`config.mk`:
```
export PLATFORM = sky130hd
export DESIGN_NAME = sw_conditioner
export DESIGN_NICKNAME = d
export VERILOG_FILES = /design/src/rtl/pico_pkg.sv /design/src/rtl/sw_debounce_bit.sv /design/src/rtl/sw_conditioner.sv
export SDC_FILE = /design/constraint.sdc
export NUM_CORES = 1
export LEC_CHECK = 0
export ABC_AREA = 1
export BUFFER_PORTS_ARGS = -buffer_cell sky130_fd_sc_hd__buf_2
export CORE_MARGIN = 1.5
export CORE_UTILIZATION = 38
export CTS_BUF_LIST = sky130_fd_sc_hd__clkbuf_16
export DETAILED_ROUTE_END_ITERATION = 8
export GPL_TIMING_DRIVEN = 0
export REMOVE_ABC_BUFFERS = 1
export SLEW_MARGIN = 20
export SYNTH_ARGS = -nofsm -noshare
export SYNTH_HDL_FRONTEND = slang
export SYNTH_SLANG_ARGS = --single-unit
```
`constraint.sdc`:
```
create_clock -name Clock -period 3.9 [get_ports Clock]
set_input_delay 0.585 -clock Clock [delete_from_list [all_inputs] [get_ports Clock]]
set_output_delay 0.585 -clock Clock [all_outputs]
set_load 0.1 [all_outputs]
```
`src/rtl/pico_pkg.sv`:
```
// Shared picoMips constants: switch count, handshake bit index, default debounce length.
package pico_pkg;

  localparam int unsigned NUM_SW           = 9;
  localparam int unsigned HS_BIT           = 8;
  localparam int unsigned DEBOUNCE_DEFAULT = 50000;

endpackage

```
`src/rtl/sw_debounce_bit.sv`:
```
// One switch channel: 2-flop synchroniser, persistence counter, clean level and edge pulses.
module sw_debounce_bit #(
  parameter int unsigned DEBOUNCE = 50000
) (
  input  logic Clock,
  input  logic nReset,
  input  logic raw,
  output logic clean,
  output logic rise,
  output logic fall,
  output logic busy_c
);

  localparam int unsigned         CNT_W    = $clog2(DEBOUNCE + 1);
  localparam logic [CNT_W-1:0]    CNT_LAST = CNT_W'(DEBOUNCE - 1);

  logic             sync1;
  logic             sync2;
  logic [CNT_W-1:0] cnt;
  logic             done_c;

  // Count completes on this edge: the synchronised level has disagreed long enough.
  assign done_c = (sync2 != clean) && (cnt == CNT_LAST);
  assign busy_c = (cnt != '0);

  always_ff @(posedge Clock or negedge nReset) begin
    if (!nReset) begin
      sync1 <= 1'b0;
      sync2 <= 1'b0;
      cnt   <= '0;
      clean <= 1'b0;
      rise  <= 1'b0;
      fall  <= 1'b0;
    end else begin
      sync1 <= raw;
      sync2 <= sync1;
      rise  <= done_c && sync2;
      fall  <= done_c && !sync2;
      if (sync2 == clean) begin
        cnt <= '0;
      end else if (done_c) begin
        clean <= sync2;
        cnt   <= '0;
      end else begin
        cnt <= cnt + CNT_W'(1);
      end
    end
  end

endmodule

```
`src/rtl/sw_conditioner.sv`:
```
// Board switch input stage: per-bit synchronise + debounce, handshake edge pulses, busy flag.
module sw_conditioner #(
  parameter int unsigned N_SW     = pico_pkg::NUM_SW,
  parameter int unsigned HS_BIT   = pico_pkg::HS_BIT,
  parameter int unsigned DEBOUNCE = pico_pkg::DEBOUNCE_DEFAULT
) (
  input  logic            Clock,
  input  logic            nReset,
  input  logic [N_SW-1:0] sw_raw,
  output logic [N_SW-1:0] sw_clean,
  output logic            hs_rise,
  output logic            hs_fall,
  output logic            busy
);

  localparam logic [N_SW-1:0] HS_MASK = N_SW'(1) << HS_BIT;

  logic [N_SW-1:0] rise_v;
  logic [N_SW-1:0] fall_v;
  logic [N_SW-1:0] busy_v;

  for (genvar i = 0; i < N_SW; i++) begin : g_bit
    sw_debounce_bit #(
      .DEBOUNCE (DEBOUNCE)
    ) u_bit (
      .Clock  (Clock),
      .nReset (nReset),
      .raw    (sw_raw[i]),
      .clean  (sw_clean[i]),
      .rise   (rise_v[i]),
      .fall   (fall_v[i]),
      .busy_c (busy_v[i])
    );
  end

  // Only the handshake channel's pulses leave the block; the rest are pruned.
  assign hs_rise = |(rise_v & HS_MASK);
  assign hs_fall = |(fall_v & HS_MASK);

  always_ff @(posedge Clock or negedge nReset) begin
    if (!nReset) begin
      busy <= 1'b0;
    end else begin
      busy <= |busy_v;
    end
  end

endmodule

```
Word-level counts from Yosys, hierarchy flattened
Cells that the tools add are included.
W data, S select, Z words.
- bits in registers: 174
- word-level logic and storage cells: 133
- add/subtract/negate cells: 9
- bitwise operators: 9
- mux-type cells: 18
- reductions and logical operators: 31
- equal/unequal tests: 27
- operator list (operator ; count):
    $mux W16 ; 18
    $add A16 B1 Y16 const B ; 9
    $eq A16 B16 Y1 const B ; 9
    $reduce_bool A16 Y1 ; 9
    $reduce_and A2 Y1 ; 9
    $logic_and A1 B1 Y1 ; 11
    $eq A1 B1 Y1 ; 9
    $ne A1 B1 Y1 ; 9
    $not A1 Y1 ; 9
    $reduce_or A9 Y1 ; 1
    $logic_not A1 Y1 ; 1

Logic depth before layout (Yosys ltp)
Gate-level depths: netlist of the first run.
- depth in word-level cells: 4
- gate-level depth with buffers: 9
- mapped depth without buffers: 9

Cells and area by module
From an unflattened synthesis of the first run, not the netlist that was laid out.
- cells, all modules: 1394
- area total of the unflattened synthesis: 10820.4 um^2
- modules (own cells, without submodules) (module ; times used ; seq. area each (um^2) ; cells each ; area each (um^2)):
    sw_debounce_bit ; 9 ; 525.5 ; 154 ; 1196.1
    sw_conditioner ; 1 ; 25.0 ; 8 ; 55.1

Worst setup path before layout of the first run
Ideal clock, no wire load.
- path type: register to output
- start point: register busy
- end point: output port busy
- cell stages (with the launch flop): 1
- setup slack: 2.432 ns
- data arrival time: 0.883 ns
- data required time: 3.315 ns
- path through: dfrtp_1
- RTL lines (item ; RTL line ; RTL):
    start, declared ; sw_conditioner.sv:13 ; output logic busy
    start signal, assigned ; sw_conditioner.sv:44 ; busy <= |busy_v;
No word-level cell between the ends.

Worst setup path after layout of the first run
- start point: register g_bit[5].u_bit.clean
- end point: output port sw_clean[5]
- RTL lines (item ; RTL line ; RTL):
    start, declared ; sw_debounce_bit.sv:8 ; output logic clean,
    start signal, assigned ; sw_debounce_bit.sv:42 ; clean <= sync2;
    end, declared ; sw_conditioner.sv:10 ; output logic [N_SW-1:0] sw_clean,
No word-level cell between the ends.

==> results of run 1 <==
==> final timing paths <==
kind                                           to  slack (ns)  depth (start not counted)
max                                   sw_clean[5]        1.98                          1
min                          g_bit[8].u_bit.sync1        0.05                          1
min reg2reg                  g_bit[0].u_bit.sync2        0.35                          0
max reg2reg                g_bit[2].u_bit.cnt[13]        2.14                          4
max in group asynchronous   g_bit[3].u_bit.cnt[8]        2.88                          3
min in group Clock           g_bit[0].u_bit.sync1        0.26                          1
==> sequential cells by signal (all words and copies together) (netlist names) <==
signal	cells
g_bit.u_bit.fall	1
busy	1
g_bit.u_bit.rise	1
g_bit.u_bit.sync1	9
g_bit.u_bit.sync2	9
g_bit.u_bit.clean	9
g_bit.u_bit.cnt	144
==> cell families after synthesis <==
logic type      share of synthesized area [%]
xor+xnor                                 7.49
compound gates                           2.37
fa+ha+maj                                2.38
flops                                    46.0
simple gates                             32.4
buf+inv                                  9.32
==> routing by layer <==
layer	vias to the layer above	routed length (um)
met5	-	0
met4	0	223
met3	13	585
met2	86	9150
met1	3592	9900
li1	3936	-
==> layout make-up <==
type | count | share of cell area [%]
Clock buffer | 17 | 4.04
Clock inverter | 14 | 1.14
Sequential cell | 174 | 41.4
Tap cell | 324 | 3.85
Inverter | 217 | 7.74
Multi-Input combinational cell | 831 | 40.2
Timing Repair Buffer | 24 | 1.66
==> cell usage after synthesis (13+ instances only) <==
library cell / count
sky130_fd_sc_hd__inv_1: 217
sky130_fd_sc_hd__nand4_1: 50
sky130_fd_sc_hd__dfrtp_1: 174
sky130_fd_sc_hd__nor2_1: 233
sky130_fd_sc_hd__nor3_1: 65
sky130_fd_sc_hd__nand3_1: 110
sky130_fd_sc_hd__nand2_1: 211
sky130_fd_sc_hd__o21ai_0: 14
sky130_fd_sc_hd__xnor2_1: 13
sky130_fd_sc_hd__xor2_1: 55
sky130_fd_sc_hd__ha_1: 18
sky130_fd_sc_hd__a21oi_1: 15
==> per-stage QoR <==
step                hold slack (ns)  instance area (sq um)  worst slack [ns]
global route                 0.0730                  10500              1.94
floorplan                     0.289                   9400              1.98
CTS                          0.0680                  10500              1.95
finish                       0.0521                  10500              1.98
global placement              0.332                   9910            -0.655
detailed placement            0.335                   9980              2.11
==> power groups by stage <==
stage	clock [W]	sequential (W)	combinational, W
global placement	0	0.00190	0.000176
global route	0.00173	0.00187	0.000215
finish	0.00160	0.00186	0.000180
floorplan	0	0.00189	0.000103
CTS	0.00166	0.00186	0.000188
detailed placement	0	0.00190	0.000187
==> impl_metrics.py, run 1 <==
metrics = {
    "grt": {
        "pin_count_of_the_biggest_net_entering_global_routing": 65,
        "grt_antenna_before_repair": 0,
        "global_route_met3_utilization_pct": 3.05,
        "use_met1_pct": 22.3,
        "vias_in_the_first_global_route": 7437,
        "global_route.peak_usage_layer": "met2",
        "grt_first_pass_wirelength_mm": 35.0,
        "groute.layer.met2.usage_pct": 27.4,
        "global_route.overflow_total": 0,
        "groute.usage.overall_pct": 16.6,
    },
    "pwr": {
        "power.internal_w": 0.00277,
        "leakagePower_nw": 5.15,
        "seqPwrFrac_pct": 51.1,
        "ir_drop_mv": 0.263,
        "report.power.total_w": 0.00365,
        "sw_frac_of_total_pct": 24.0,
        "comb_power_share_pct": 4.9,
        "power_switching_w": 0.000877,
        "clockPowerShare_pct": 44.0,
        "power_density_nw_per_um2": 347,
    },
    "floorplan": {
        "top_level_ports": 23,
        "floorplan.initialDensity_pct": 38.8,
        "chipHeight_um": 161,
        "fp-row-count": 57,
        "fp.dieArea_sq_um": 25900,
        "die_x_um": 161,
        "fp.coreArea_sq_um": 24400,
    },
    "logic_synthesis": {
        "synthCells": 1231,
        "synth_ff_type": "sky130_fd_sc_hd__dfrtp_1",
        "yosysSeqAreaShare_pct": 46.0,
        "post_synth.cell_area_avg_sq_um": 7.69,
        "synth-seq-cells": 174,
        "synth_cell_types": 27,
        "synthDominantCellAreaShare_pct": 46.0,
        "synth_async_sr_flop_share_pct": 100,
        "largest_cells_by_area_after_synthesis": "sky130_fd_sc_hd__dfrtp_1 46%, sky130_fd_sc_hd__nor2_1 9.2%, sky130_fd_sc_hd__inv_1 8.6%",
        "synth_area_leader_cell": "sky130_fd_sc_hd__dfrtp_1",
        "number_of_flops_mapped_to_enable_cells_by_yosys": 0,
        "synth_area_sq_um": 9470,
        "synth_warnings": 0,
    },
    "job": {
        "max_cap_violations": 0,
    },
    "worst_setup_path": {
        "setup.worst_path.end_class": "output pin",
        "cp_delay_by_family_top": "buffers and inverters",
        "worstSetupPathType": "reg -> out",
        "critPathLaunchType": "flop",
        "r2r_start": "g_bit[2].u_bit.clean",
        "path_cells": "buf_2",
        "crit_path_max_fo": 4,
        "critical_path.n_buffers_inverters": 1,
        "cpMaxStageDelayCell": "sky130_fd_sc_hd__buf_2",
        "worst_setup_sp": "g_bit[5].u_bit.clean",
        "max_stage_delay_ns": 0.47,
        "cp.required_ns": 3.31,
        "worst_ep_arrival_time_ns": 1.33,
    },
    "clocking": {
        "cts_root_buf": "sky130_fd_sc_hd__clkbuf_16",
        "cts_hold_buf": 0,
        "clk_latency_ns": 0.43,
        "cts_buffers": 17,
        "clkSlewWorstSetupHoldPaths_ns": 0.07,
        "cts.htree.levels": 4,
        "cts_repair_resize_count": 0,
        "cts.sink_count": 174,
        "post_cts_buffers": 0,
        "clock_tree_from_tritoncts": "done",
        "clk_path_buf_depth": 2,
    },
    "place": {
        "post-dp-hpwl_mm": 14.7,
        "io_buffer_count": 22,
        "post-place-cells": 1570,
        "gpl.final_weighted_congestion": 0.869,
    },
    "routing": {
        "routed_wirelength_mm": 19.9,
        "drtAntennaViolNets": 0,
        "detail_route.iter0.violations": 508,
        "detailroute.via_count": 7627,
        "drc_errors": 0,
        "dr.pass1.iters": 7,
        "route.detailed.wl_per_inst_um": 12.4,
        "via_count_normalized_by_instance_count": 4.76,
    },
    "layout": {
        "sequential_cell_area_sq_um": 4350,
        "antenna_cells_inserted": 0,
        "areaGrowthSynthToFinish_pct": 11.2,
        "net_count_final": 1294,
        "layout.filler_cells": 2535,
        "final_cell_mix": "233 x sky130_fd_sc_hd__nor2_1, 218 x sky130_fd_sc_hd__inv_1, 211 x sky130_fd_sc_hd__nand2_1",
        "area_taken_by_multi_input_logic_gates_sq_um": 4230,
        "post_layout_nonfiller_instances": 1601,
        "finish.utilization_pct": 43.2,
        "final_common_cell": "sky130_fd_sc_hd__nor2_1",
        "layout_cell_share_with_drive_strength_beyond_1_pct": 6.11,
    },
    "sta": {
        "hold_viol": 0,
        "fin_skew_ns": 0.0109,
        "finalCritPeriodShare_pct": 49.1,
        "unrepaired_setup_endpoints_after_global_routing": "false",
        "report.final.setup_viol": 0,
        "slew_headroom_pct": 49.5,
        "tns_ns": 0,
        "timing.final.crit_period_ns": 1.92,
        "clock.fmax_ghz": 0.522,
        "finalMaxSlewViolations": 0,
        "worstMarginPinSlew_ns": 0.753,
    },
    "outcome": {
        "run_status": "finished, final reports clean",
    },
    "worst_hold_path": {
        "min-delay-path-class": "in -> async",
    },
}
Note: power is estimated with default switching activity, not from simulation.
==> run 2: changes to the inputs <==
- clock period: 3.9 -> 1.9 ns (I/O delays scaled with it)
==> run 2 against run 1 <==
Net effect: clock-buffer cell count did not move; clock power rose by 110%; sequential share of layout area fell by 0.45 points; hold slack improved by 0.30 ns; largest power group unchanged.
==> impl_metrics.py, run 2 (synthesized netlist as in run 1, its figures left out) <==
metrics = {
    "routing": {
        "drc_errors": 0,
        "detailroute.via_count": 7654,
        "route.detailed.wl_per_inst_um": 12.3,
        "routed_wirelength_mm": 19.9,
        "detail_route.iter0.violations": 482,
        "drtAntennaViolNets": 0,
        "dr.pass1.iters": 5,
        "via_count_normalized_by_instance_count": 4.75,
    },
    "worst_setup_path": {
        "setup.worst_path.end_class": "flop",
        "cp_delay_by_family_top": "simple AND/OR/NAND/NOR gates",
        "cp.required_ns": 2.21,
        "worstSetupPathType": "reg -> reg",
        "critPathLaunchType": "flop",
        "cpMaxStageDelayCell": "sky130_fd_sc_hd__nor3_1",
        "worst_ep_arrival_time_ns": 2.00,
        "max_stage_delay_ns": 0.47,
        "path_cells": "ha_1 -> nand3_1 -> nor3_1 -> nand2_1 -> xor2_1 -> nor2_1",
        "crit_path_max_fo": 4,
        "critical_path.n_buffers_inverters": 0,
    },
    "floorplan": {
        "die_x_um": 161,
        "chipHeight_um": 161,
        "top_level_ports": 23,
        "floorplan.initialDensity_pct": 38.8,
        "fp.dieArea_sq_um": 25900,
        "fp.coreArea_sq_um": 24400,
        "fp-row-count": 57,
    },
    "pwr": {
        "sw_frac_of_total_pct": 24.0,
        "power.internal_w": 0.00571,
        "comb_power_share_pct": 5.1,
        "leakagePower_nw": 5.20,
        "power_switching_w": 0.00180,
        "clockPowerShare_pct": 43.9,
        "power_density_nw_per_um2": 706,
        "ir_drop_mv": 0.539,
        "seqPwrFrac_pct": 51.0,
    },
    "grt": {
        "global_route.peak_usage_layer": "met2",
        "groute.usage.overall_pct": 16.6,
        "grt_first_pass_wirelength_mm": 35.1,
        "use_met1_pct": 22.3,
        "pin_count_of_the_biggest_net_entering_global_routing": 65,
        "grt_antenna_before_repair": 0,
        "groute.layer.met2.usage_pct": 27.5,
        "vias_in_the_first_global_route": 7474,
        "global_route.overflow_total": 0,
        "global_route_met3_utilization_pct": 3.05,
    },
    "sta": {
        "timing.final.crit_period_ns": 1.69,
        "hold_viol": 0,
        "clock.fmax_ghz": 0.592,
        "report.final.setup_viol": 0,
        "unrepaired_setup_endpoints_after_global_routing": "false",
        "fin_skew_ns": 0.0106,
        "finalCritPeriodShare_pct": 88.9,
        "finalMaxSlewViolations": 0,
        "worstMarginPinSlew_ns": 0.634,
        "slew_headroom_pct": 57.5,
    },
    "place": {
        "post-place-cells": 1570,
        "post-dp-hpwl_mm": 14.7,
        "io_buffer_count": 22,
        "gpl.final_weighted_congestion": 0.869,
        "area_after_detailed_placement_sq_um": 9980,
    },
    "clocking": {
        "cts_root_buf": "sky130_fd_sc_hd__clkbuf_16",
        "clock_tree_from_tritoncts": "done",
        "post_cts_buffers": 0,
        "clk_latency_ns": 0.42,
        "cts_buffers": 17,
        "clkSlewWorstSetupHoldPaths_ns": 0.07,
        "cts.htree.levels": 4,
        "clk_path_buf_depth": 2,
        "cts.sink_count": 174,
    },
    "layout": {
        "final_cell_mix": "233 x sky130_fd_sc_hd__nor2_1, 218 x sky130_fd_sc_hd__inv_1, 211 x sky130_fd_sc_hd__nand2_1",
        "design_area_sq_um": 10600,
        "final_common_cell": "sky130_fd_sc_hd__nor2_1",
        "areaGrowthSynthToFinish_pct": 12.4,
        "largest_register_ff_count": 144,
        "layout_cell_share_with_drive_strength_beyond_1_pct": 6.22,
        "antenna_cells_inserted": 0,
        "net_count_final": 1304,
        "top_register": "g_bit.u_bit.cnt",
        "post_layout_nonfiller_instances": 1611,
    },
    "worst_hold_path": {
        "min-delay-path-class": "in -> async",
    },
    "job": {
        "max_cap_violations": 0,
    },
    "outcome": {
        "run_status": "finished, final reports clean",
    },
}
-- run 2: cell count changes in the layout (fill, tap and decap cells not counted) --
| cell | change |
|---|---|
| sky130_fd_sc_hd__dlygate4sd3_1 | +10 |
| sky130_fd_sc_hd__xnor2_1 | -2 |
| sky130_fd_sc_hd__xnor2_2 | +2 |
-- run 2: worst paths after layout --
path                                  startpoint                endpoint  slack [ns]  depth (start not counted)
setup / recovery           g_bit[7].u_bit.cnt[1]  g_bit[7].u_bit.cnt[10]        0.21                          6
hold / removal                            nReset    g_bit[8].u_bit.sync1        0.35                          2
setup reg to reg           g_bit[7].u_bit.cnt[1]  g_bit[7].u_bit.cnt[10]        0.21                          6
hold reg to reg             g_bit[0].u_bit.sync1    g_bit[0].u_bit.sync2        0.35                          0
max in group asynchronous                 nReset   g_bit[2].u_bit.cnt[1]        0.59                          4
min in group Clock          g_bit[0].u_bit.sync1    g_bit[0].u_bit.sync2        0.35                          0
-- run 2: routing by layer --
metal  vias up  part of all wire (%)
met5         -                     0
met3        14                   3.1
li1       3954                     -
met1      3592                    50
met2        94                    46
met4         0                   1.1
-- run 2: stage by stage --
step	power, W	utilization, %	hold slack [ns]	setup TNS [ns]	setup slack [ns]
finish	0.00751	43.6	0.349	0	0.212
global route	0.00785	43.6	0.357	0	0.0585
CTS	0.00764	43.6	0.352	0	0.103
detailed placement	0.00428	40.9	0.232	0	0.107
global placement	0.00426	40.6	0.332	-407.54	-2.35
floorplan	0.00410	-	-0.0106	-0.129	-0.0222
-- run 2: final cells by class --
| class | instances | area (sq um) |
|---|---|---|
| multi-input combinational | 831 | 4250 |
| sequential | 174 | 4350 |
| fill | 2526 | 13800 |
| clock inverter | 14 | 120 |
| clock buffer | 17 | 425 |
| inverter | 217 | 815 |
| tap | 324 | 405 |
| timing repair buffer | 34 | 275 |
-- run 2: what timing repair did --
action                                  4_1_cts  5_1_grt
endpoints found under the hold margin        64        0
hold buffers                                 10        0
endpoints found under the setup margin        0        7
resized for setup                             0        2
-- run 2: power groups by stage --
stage                     Clock, W  Combinational [W]  Sequential (W)
after global routing       0.00355           0.000461         0.00384
after CTS                  0.00341           0.000402         0.00383
after floorplan                  0           0.000211         0.00388
final                      0.00329           0.000386         0.00383
after detailed placement         0           0.000384         0.00390
after global placement           0           0.000362         0.00389
==> run 3: changes to the inputs <==
- CORE_UTILIZATION: 38 -> 47
==> run 3 against run 2 <==
Net effect: critical endpoint unchanged; wire length fell by 0.13%; combinational power about the same; non-clock buffer count is 1 lower; cell count fell by 3.7%; clock skew down 0.0018 ns; register-to-register slack got worse by 0.03 ns; critical path depth stayed put; design area down 0.64%; global-route usage grew 3.2 points; hold slack barely moved.
==> impl_metrics.py, run 3 (synthesized netlist as in run 1, its figures left out) <==
metrics = {
    "outcome": {
        "run_status": "finished, final reports clean",
    },
    "pwr": {
        "leakagePower_nw": 5.21,
        "ir_drop_mv": 0.485,
        "power_density_nw_per_um2": 726,
    },
    "layout": {
        "top_register": "g_bit.u_bit.cnt",
        "final_common_cell": "sky130_fd_sc_hd__nor2_1",
        "layout.filler_cells": 1874,
        "final_cell_mix": "233 x sky130_fd_sc_hd__nor2_1, 219 x sky130_fd_sc_hd__inv_1, 211 x sky130_fd_sc_hd__nand2_1",
        "areaGrowthSynthToFinish_pct": 11.7,
        "net_count_final": 1303,
        "sequential_cell_area_sq_um": 4350,
        "antenna_cells_inserted": 0,
        "area_taken_by_multi_input_logic_gates_sq_um": 4250,
        "largest_register_ff_count": 144,
        "layout_cell_share_with_drive_strength_beyond_1_pct": 6.07,
        "design_area_sq_um": 10600,
    },
    "floorplan": {
        "floorplan.initialDensity_pct": 48.3,
        "chipHeight_um": 145,
        "fp.coreArea_sq_um": 19600,
        "fp-row-count": 51,
        "fp.dieArea_sq_um": 21000,
        "die_x_um": 145,
        "top_level_ports": 23,
    },
    "worst_hold_path": {
        "beginning_of_the_worst_hold_path": "g_bit[3].u_bit.sync1",
        "worst_hold_path.endpoint": "g_bit[3].u_bit.sync2",
        "min-delay-path-class": "reg -> reg",
        "min_delay_path_depth": 0,
    },
    "routing": {
        "routed_wirelength_mm": 19.9,
        "via_count_normalized_by_instance_count": 4.94,
        "topRoutingLayerUsed": "met4",
        "routedLengthMet1_mm": 9.95,
        "met3_wirelength_um": 662,
        "drtAntennaViolNets": 0,
        "drc_errors": 0,
        "detailroute.via_count": 7665,
        "dr.pass1.iters": 6,
        "route.detailed.wl_per_inst_um": 12.8,
        "wl_met2_mm": 9.04,
        "detail_route.iter0.violations": 376,
    },
    "worst_setup_path": {
        "path_cells": "ha_1 -> nand3_1 -> nor3_1 -> nand2_1 -> xor2_1 -> nor2_1",
        "crit_path_max_fo": 4,
        "r2r.worst_path.cells": 6,
        "critical_path.reg2reg.endpoint": "g_bit[7].u_bit.cnt[10]",
        "setup.worst_path.end_class": "flop",
        "cpMaxStageDelayCell": "sky130_fd_sc_hd__nor3_1",
        "cp.required_ns": 2.21,
        "max_stage_delay_ns": 0.55,
        "critical_path.n_buffers_inverters": 0,
        "r2r_setup_slk_ns": 0.18,
        "worstSetupPathType": "reg -> reg",
        "r2r_start": "g_bit[7].u_bit.cnt[1]",
        "critPathLaunchType": "flop",
        "worst_ep_arrival_time_ns": 2.03,
        "cp_delay_by_family_top": "simple AND/OR/NAND/NOR gates",
    },
    "sta": {
        "fin_skew_ns": 0.00881,
        "finalMaxSlewViolations": 0,
        "timing.final.crit_period_ns": 1.72,
        "slew_headroom_pct": 54.1,
        "finalCritPeriodShare_pct": 90.6,
        "worstMarginPinSlew_ns": 0.684,
        "hold_viol": 0,
        "report.final.setup_viol": 0,
        "final.setup.worst_slack_ns": 0.179,
        "clock.fmax_ghz": 0.581,
        "unrepaired_setup_endpoints_after_global_routing": "false",
    },
    "grt": {
        "grt_first_pass_wirelength_mm": 34.2,
        "global_route.overflow_total": 0,
        "groute.usage.overall_pct": 19.8,
        "vias_in_the_first_global_route": 7092,
        "pin_count_of_the_biggest_net_entering_global_routing": 96,
        "grt_antenna_before_repair": 0,
    },
    "clocking": {
        "clkSlewWorstSetupHoldPaths_ns": 0.06,
        "post_cts_buffers": 0,
        "cts.htree.levels": 4,
        "clk_path_buf_depth": 2,
        "cts_buffers": 17,
        "clock_tree_from_tritoncts": "done",
        "cts.sink_count": 174,
        "cts_root_buf": "sky130_fd_sc_hd__clkbuf_16",
        "clk_latency_ns": 0.43,
    },
    "place": {
        "gpl.final_weighted_congestion": 0.895,
        "area_after_detailed_placement_sq_um": 9880,
        "post-dp-hpwl_mm": 14.4,
        "place_ws_ns": 0.134,
        "io_buffer_count": 22,
    },
    "job": {
        "max_cap_violations": 0,
    },
}
[run 3: cell count changes in the layout (fill, tap and decap cells not counted), sizes merged]
cell,before,now
buf,24,23
inv,221,219
bufinv,1,3
[run 3: worst reg2reg max path: stages (launching register included)]
cell	delay [ns]
sky130_fd_sc_hd__dfrtp_1	0.37
sky130_fd_sc_hd__ha_1	0.20
sky130_fd_sc_hd__nand3_1	0.16
sky130_fd_sc_hd__nor3_1	0.55
sky130_fd_sc_hd__nand2_1	0.13
sky130_fd_sc_hd__xor2_1	0.15
sky130_fd_sc_hd__nor2_1	0.05
[run 3: power by group]
part           switching (W)  internal [W]
Combinational       0.000249      0.000136
Clock                0.00142       0.00204
Sequential         0.0000581       0.00377
Total                0.00173       0.00594
[run 3: cell type report]
cell class	count	share of cell area, %
Clock inverter	14	1.46
Timing Repair Buffer	33	2.34
Sequential cell	174	41.2
Clock buffer	17	4.02
Multi-Input combinational cell	831	40.2
Tap cell	265	3.14
Inverter	217	7.70
[run 3: repair_timing]
action                                 CTS  global route
resized for setup                        0             2
setup endpoints to repair                0             7
hold buffers                            10             0
endpoints found under the hold margin   88             0
[run 3: metrics by stage]
stage                     hold WS, ns  util [%]  power [W]  TNS [ns]  instances
after floorplan               -0.0106         -    0.00410    -0.129       1222
after global placement          0.332      50.2    0.00426   -397.00       1509
after detailed placement        0.325      50.4    0.00427         0       1510
after CTS                       0.352      53.9    0.00779         0       1551
after global routing            0.356      54.0    0.00798         0       1551
final                           0.349      54.0    0.00767         0       1551
[run 3: per-layer routing]
| metal | global-route usage, % | vias to the layer above |
|---|---|---|
| met5 | 0 | - |
| li1 | - | 3950 |
| met2 | 31.4 | 106 |
| met3 | 3.11 | 14 |
| met4 | 5.36 | 0 |
| met1 | 28.2 | 3595 |
[run 3: how the worst max path moves through the flow]
| stage | from | to | slack (ns) | cells after the start |
|---|---|---|---|---|
| 2_1_floorplan | g_bit[7].u_bit.clean | g_bit[7].u_bit.clean | -0.02 | 6 |
| 3_3_place_gp | nReset | g_bit[6].u_bit.cnt[13] | -2.30 | 1 |
| 3_5_place_dp | g_bit[2].u_bit.sync2 | g_bit[2].u_bit.cnt[14] | 0.13 | 4 |
| 4_1_cts | g_bit[2].u_bit.sync2 | g_bit[2].u_bit.cnt[14] | 0.11 | 4 |
| 5_1_grt | g_bit[7].u_bit.cnt[1] | g_bit[7].u_bit.cnt[10] | 0.008 | 6 |
| 6_report | g_bit[7].u_bit.cnt[1] | g_bit[7].u_bit.cnt[10] | 0.18 | 6 |
